$ cat src/rtl/stack_hazard_ctl_pkg.sv
// Shared definitions for the decode-stage operand-stack scheduler.
// Holds the field widths, the architectural stack limit, the in-flight
// stage-entry record and the commit latency (issue to commit strobe).
package stack_hazard_ctl_pkg;

  localparam int unsigned DEPTH_W       = 11;
  localparam int unsigned PUSH_W        = 3;
  localparam int unsigned STACK_SIZE    = 1024;
  localparam int unsigned CommitLatency = 4;

  typedef struct packed {
    logic              v;
    logic [PUSH_W-1:0] push;
    logic [DEPTH_W-1:0] pop;
  } stage_entry_t;

  // An entry only blocks decode if it will actually change the stack.
  function automatic logic entry_busy(stage_entry_t e);
    return e.v && ((e.push != '0) || (e.pop != '0));
  endfunction

endpackage

$ cat src/rtl/stack_hazard_stage.sv
// One in-flight pipeline slot of the stack scheduler.
// Ports:
//   clk, rst  - clock, asynchronous active-high reset
//   hold_i    - freeze the slot (downstream stall)
//   kill_i    - clear the valid bit of the entry being captured
//   d_i       - entry from the previous stage
//   q_o       - registered entry
module stack_hazard_stage
  import stack_hazard_ctl_pkg::*;
(
  input  logic         clk,
  input  logic         rst,
  input  logic         hold_i,
  input  logic         kill_i,
  input  stage_entry_t d_i,
  output stage_entry_t q_o
);

  stage_entry_t entry_d, entry_q;

  always_comb begin
    entry_d = entry_q;
    if (!hold_i) begin
      entry_d   = d_i;
      entry_d.v = d_i.v & ~kill_i;
    end
  end

  always_ff @(posedge clk or posedge rst) begin
    if (rst) entry_q <= '0;
    else     entry_q <= entry_d;
  end

  assign q_o = entry_q;

endmodule

$ cat src/rtl/stack_hazard_ctl.sv
// Decode-stage operand-stack scheduler.
// Tracks the stack effect of instructions in 3a/4a/5a, stalls decode while
// older stack writes are pending, issues registered 5a commit controls and
// keeps the architectural depth with sticky underflow/overflow error.
// Optional: define STACK_DEPTH_CHECK_EN to enable overflow clamping against
// STACK_SIZE and the overflow-avoidance stall; otherwise depth wraps.
// Ports:
//   clk, rst              - clock, asynchronous active-high reset
//   issue_2a              - decode holds a valid instruction
//   c__to_push_2a         - pushes of the 2a instruction
//   st__to_pop_2a         - pops of the 2a instruction
//   pipe_hold             - freezes stages 3a-5a
//   kill_4a               - squash the entry moving into 4a and the 2a load
//   stall_2a              - decode must hold
//   st__push_5a           - commit push strobe
//   st__to_pop_5a         - committed pop count
//   c__to_push_5a         - committed push count
//   st__depth             - architectural stack depth
//   st__err               - sticky underflow/overflow flag
module stack_hazard_ctl
  import stack_hazard_ctl_pkg::*;
(
  input  logic               clk,
  input  logic               rst,
  input  logic               issue_2a,
  input  logic [PUSH_W-1:0]  c__to_push_2a,
  input  logic [DEPTH_W-1:0] st__to_pop_2a,
  input  logic               pipe_hold,
  input  logic               kill_4a,
  output logic               stall_2a,
  output logic               st__push_5a,
  output logic [DEPTH_W-1:0] st__to_pop_5a,
  output logic [PUSH_W-1:0]  c__to_push_5a,
  output logic [DEPTH_W-1:0] st__depth,
  output logic               st__err
);

  stage_entry_t s3_in, s3_q, s4_q, s5_q;
  logic         hazard;
  logic         ovf_stall;

  logic               push_5a_d, push_5a_q;
  logic [DEPTH_W-1:0] pop_5a_d, pop_5a_q;
  logic [PUSH_W-1:0]  cpush_5a_d, cpush_5a_q;
  logic [DEPTH_W-1:0] depth_d, depth_q;
  logic               err_d, err_q;
  logic [DEPTH_W:0]   depth_sum;

  assign hazard = entry_busy(s3_q) || entry_busy(s4_q) || entry_busy(s5_q);

`ifdef STACK_DEPTH_CHECK_EN
  // Worst-case depth once everything in flight (and the 2a candidate) lands;
  // pops are ignored so the check stays conservative.
  logic [DEPTH_W+2:0] pend_sum;
  always_comb begin
    pend_sum = (DEPTH_W+3)'(depth_q)
             + (DEPTH_W+3)'(s3_q.v ? s3_q.push : '0)
             + (DEPTH_W+3)'(s4_q.v ? s4_q.push : '0)
             + (DEPTH_W+3)'(s5_q.v ? s5_q.push : '0)
             + (DEPTH_W+3)'(cpush_5a_q)
             + (DEPTH_W+3)'(c__to_push_2a);
  end
  assign ovf_stall = pend_sum > (DEPTH_W+3)'(STACK_SIZE);
`else
  assign ovf_stall = 1'b0;
`endif

  assign stall_2a = pipe_hold || (issue_2a && hazard) || ovf_stall;

  always_comb begin
    s3_in      = '0;
    s3_in.v    = issue_2a && !stall_2a && !kill_4a;
    s3_in.push = c__to_push_2a;
    s3_in.pop  = st__to_pop_2a;
  end

  stack_hazard_stage u_stage_3a (
    .clk    (clk),
    .rst    (rst),
    .hold_i (pipe_hold),
    .kill_i (1'b0),
    .d_i    (s3_in),
    .q_o    (s3_q)
  );

  // Kill squashes the old 3a entry as it moves into 4a.
  stack_hazard_stage u_stage_4a (
    .clk    (clk),
    .rst    (rst),
    .hold_i (pipe_hold),
    .kill_i (kill_4a),
    .d_i    (s3_q),
    .q_o    (s4_q)
  );

  stack_hazard_stage u_stage_5a (
    .clk    (clk),
    .rst    (rst),
    .hold_i (pipe_hold),
    .kill_i (1'b0),
    .d_i    (s4_q),
    .q_o    (s5_q)
  );

  // Commit controls are registered; zero whenever nothing commits.
  always_comb begin
    push_5a_d  = 1'b0;
    pop_5a_d   = '0;
    cpush_5a_d = '0;
    if (!pipe_hold && s5_q.v) begin
      push_5a_d  = s5_q.push != '0;
      pop_5a_d   = s5_q.pop;
      cpush_5a_d = s5_q.push;
    end
  end

  // Depth follows the registered commit by one cycle.
  assign depth_sum = {1'b0, depth_q} - {1'b0, pop_5a_q}
                   + {{(DEPTH_W+1-PUSH_W){1'b0}}, cpush_5a_q};

  always_comb begin
    depth_d = depth_q;
    err_d   = err_q;
    if (pop_5a_q > depth_q) begin
      depth_d = '0;
      err_d   = 1'b1;
    end else begin
`ifdef STACK_DEPTH_CHECK_EN
      if (depth_sum > (DEPTH_W+1)'(STACK_SIZE)) begin
        depth_d = DEPTH_W'(STACK_SIZE);
        err_d   = 1'b1;
      end else begin
        depth_d = depth_sum[DEPTH_W-1:0];
      end
`else
      depth_d = depth_sum[DEPTH_W-1:0];
`endif
    end
  end

  always_ff @(posedge clk or posedge rst) begin
    if (rst) begin
      push_5a_q  <= 1'b0;
      pop_5a_q   <= '0;
      cpush_5a_q <= '0;
      depth_q    <= '0;
      err_q      <= 1'b0;
    end else begin
      push_5a_q  <= push_5a_d;
      pop_5a_q   <= pop_5a_d;
      cpush_5a_q <= cpush_5a_d;
      depth_q    <= depth_d;
      err_q      <= err_d;
    end
  end

  assign st__push_5a   = push_5a_q;
  assign st__to_pop_5a = pop_5a_q;
  assign c__to_push_5a = cpush_5a_q;
  assign st__depth     = depth_q;
  assign st__err       = err_q;

endmodule

$ cat config.mk
export PLATFORM = sky130hd
export DESIGN_NAME = stack_hazard_ctl
export DESIGN_NICKNAME = d
export VERILOG_FILES = /design/src/rtl/stack_hazard_ctl_pkg.sv /design/src/rtl/stack_hazard_stage.sv /design/src/rtl/stack_hazard_ctl.sv
export SDC_FILE = /design/constraint.sdc
export NUM_CORES = 1
export LEC_CHECK = 0
export CORE_UTILIZATION = 45
export DETAILED_ROUTE_END_ITERATION = 8
export GPL_ROUTABILITY_DRIVEN = 0
export PLACE_DENSITY = 0.67
export REMOVE_ABC_BUFFERS = 1
export SLEW_MARGIN = 20
export SYNTH_ARGS = -nofsm -noshare
export SYNTH_HDL_FRONTEND = slang
export SYNTH_SLANG_ARGS = --single-unit
$ cat constraint.sdc
create_clock -name clk -period 2.69 [get_ports clk]
set_input_delay 0.538 -clock clk [delete_from_list [all_inputs] [get_ports clk]]
set_output_delay 0.538 -clock clk [all_outputs]
set_load 0.05 [all_outputs]
==> results.toml <==
[drt]
drc = 0
viasPerCell = 5.19
vias = 2402
wl_mm = 6.79
final_antenna_net_count = 0
dr.pass1.iters = 4
drt-initial-drc-count = 64
wl_per_cell_um = 14.7

[timing]
slew_headroom_pct = 58.7
fin_worst_skew_ns = 0.00830
min_period_ns = 2.59
setup_viol = 0
hold_violations = 0
slew_violations = 0
tightest_slew_ns = 0.618
fmax_ghz = 0.386
tns_ns = 0
fin_crit_sh_pct = 96.4

[synthesis]
seq_area_frac_synth_pct = 49.9
synthArstFlopShare_pct = 100
syn_area_sq_mm = 0.00361
yosysTopAreaCellShare_pct = 49.9
synth_seq_cells = 72
synthCells = 305
synth_area_per_cell_sq_um = 11.8
synth_edf_count = 0
synth_ff_type = "dfrtp_1"
synthTopCellsByArea = "dfrtp_1 (50%), mux2_2 (13%), ha_1 (10%)"
synth_warnings = 0
post-synth-top-area-cell = "dfrtp_1"
synth.distinct_cells = 41

[die]
rows = 32
core-area_sq_mm = 0.00773
dieHeight_um = 91.5
dieArea_sq_mm = 0.00838
num_io_pins = 47
start_util_pct = 46.7
die_w_um = 91.5

[grt]
globalRouteOverflowTotal = 0
grt_pass1_wl_mm = 11.8
grt_pass1_vias = 2376
grt_max_degree = 45
grt.total_usage_pct = 18.3
antenna_found_initial = 0

[run]
cap_violations = 0

[layout]
n_antenna_cell = 0
final_cells = 463
final_common_cell = "dfrtp_1"
final_cell_mix = "dfrtp_1 (72), clkdlybuf4s50_1 (44), mux2_2 (43), inv_1 (31), ha_1 (28)"
drive_above_1_share_pct = 21.3
fillers = 649
postLayoutCoreUtil_pct = 57.2
area_growth_pct = 22.6
final_nets = 407

[critical_path]
critical_path_arrival_ns = 2.86
crit_fanout = 5
required_ns = 2.95
cpLargestDelayFamily = "adder cells"
cp-end-kind = "register"
r2r_start = "st__to_pop_5a[2]"
startpoint_type = "register"
crit_path_frequent_cell = "a211oi_2"
r2r_cells = 8
cp_slowest_cell = "fa_1"
r2r_slack_ns = 0.1
critPathKind = "register to register"
cp_cell_sequence = "fa_1 > inv_1 > ha_1 > and2b_2 > o2111ai_2 > a211oi_2 > or3_1 > a211oi_2"
cp_num_buf_inv = 1
slowest_delay_ns = 0.55
reg2reg_to = "st__depth[10]"

[worst_hold_path]
hp-class = "register to register"
min_from = "st__err"
hold-path-cell-count = 1
hold_end = "st__err"

[pwr]
p_int_mw = 2.72
sw_frac_of_total_pct = 41.0
ir_worst_vdd_mv = 0.396
p_leak_nw = 1.97
pwr-share-seq_pct = 31.6
p_switching_mw = 1.89
p_per_area_mw_per_mm2 = 1040
clkPwrFrac_pct = 18.3
combPwrFrac_pct = 50.0

[clock_network]
cts.path.max_buffers = 2
clock_latency_ns = 0.34
cts_buffers = 9
clkSinkCount = 72
post_cts_buffers = 0
cts_hold_buf = 0
path_clk_slew_ns = 0.08
cts_max_level = 3
cts_tree = "yes"
root_buffer = "clkbuf_8"

[placement]
place_hpwl_mm = 5.13
portBuffers = 46
dp_cells = 447

[run_status]
status = "finished clean"
synth_stat cells, drive strengths merged, types with 2 or more instances:
cell    count
a41oi       2
nor4        9
mux2       43
ha         29
or3         2
xnor2       5
a21oi       7
a221o       2
a211oi      6
clkbuf      3
a21o        7
nor3       10
buf         6
nand2b      2
inv        32
dfrtp      72
nand3       2
nand2      11
and2       14
nor2        9
fa          3
nor2b       2
o21bai      2
o21ai      11
nand4       4
sequential cells by signal, summed over array words and instances (netlist names):
| name | flops |
|---|---|
| c__to_push_5a | 3 |
| st__depth | 11 |
| st__err | 1 |
| st__push_5a | 1 |
| st__to_pop_5a | 11 |
| u_stage_3a.q_o | 15 |
| u_stage_4a.q_o | 15 |
| u_stage_5a.q_o | 15 |
power groups by stage:
stage,sequential (mW),combinational [mW],clock [mW]
finish,1.46,2.31,0.846
global route,1.49,2.54,0.921
CTS,1.46,2.29,0.871
detailed placement,1.48,2.28,0
global placement,1.47,2.25,0
floorplan,1.77,1.40,0
through the flow:
| stage | hold slack (ns) | setup WS (ns) | instance area (sq um) | total power, mW |
|---|---|---|---|---|
| final | 0.498 | 0.0963 | 4420 | 4.61 |
| after global routing | 0.544 | -0.0195 | 4420 | 4.95 |
| after CTS | 0.497 | 0.0737 | 4390 | 4.61 |
| after detailed placement | 0.477 | 0.114 | 4190 | 3.75 |
| after global placement | 0.468 | 0.184 | 4190 | 3.72 |
| after floorplan | 0.469 | -0.0298 | 3560 | 3.18 |
timing repair:
action | CTS | global route
resized for setup | 1 | 6
setup endpoints to repair | 1 | 2
pin swaps | 0 | 1
how the worst max path moves through the flow:
stage,startpoint,to,slack [ns],cells past startpoint
2_1_floorplan,c__to_push_5a[1],st__depth[10],-0.03,8
3_3_place_gp,st__to_pop_5a[1],st__depth[10],0.18,7
3_5_place_dp,st__to_pop_5a[1],st__depth[10],0.11,7
4_1_cts,u_stage_3a.q_o[5],stall_2a,0.07,5
5_1_grt,st__to_pop_5a[0],st__depth[10],-0.02,11
6_report,st__to_pop_5a[2],st__depth[10],0.1,8
routing by layer:
layer | wire, um | global-route usage [%] | vias to the layer above
li1 | - | - | 1174
met1 | 2990 | 24.3 | 1151
met2 | 3340 | 29.1 | 66
met3 | 273 | 3.85 | 11
met4 | 175 | 7.94 | 0
met5 | 0 | 0 | -
area by class of cell:
class	count	area [sq um]	share of cell area (%)
Sequential cell	72	1800	40.7
Clock inverter	7	71.3	1.61
Inverter	32	120	2.72
Multi-Input combinational cell	192	1680	37.9
Clock buffer	9	124	2.80
Timing Repair Buffer	49	500	11.3
Tap cell	102	128	2.89
logic make-up (layout without fill, tap and decap cells):
logic type,after synthesis,count (layout),share of synthesized area [%]
AO/OA/AOI/OAI,42,42,8.36
XOR/XNOR,6,6,1.46
adder cells (fa/ha/maj),32,32,11.7
buffers and inverters,41,97,4.54
flip-flops,72,72,49.9
multiplexers,43,43,13.4
AND/OR/NAND/NOR,69,69,10.5
worst reg2reg max path, cell delays in order (launching register included):
cell       delay (ns)
dfrtp_1          0.42
fa_1             0.55
inv_1            0.05
ha_1             0.35
and2b_2          0.25
o2111ai_2        0.27
a211oi_2         0.13
or3_1            0.33
a211oi_2         0.18
Power figures use the tool's default switching activity.
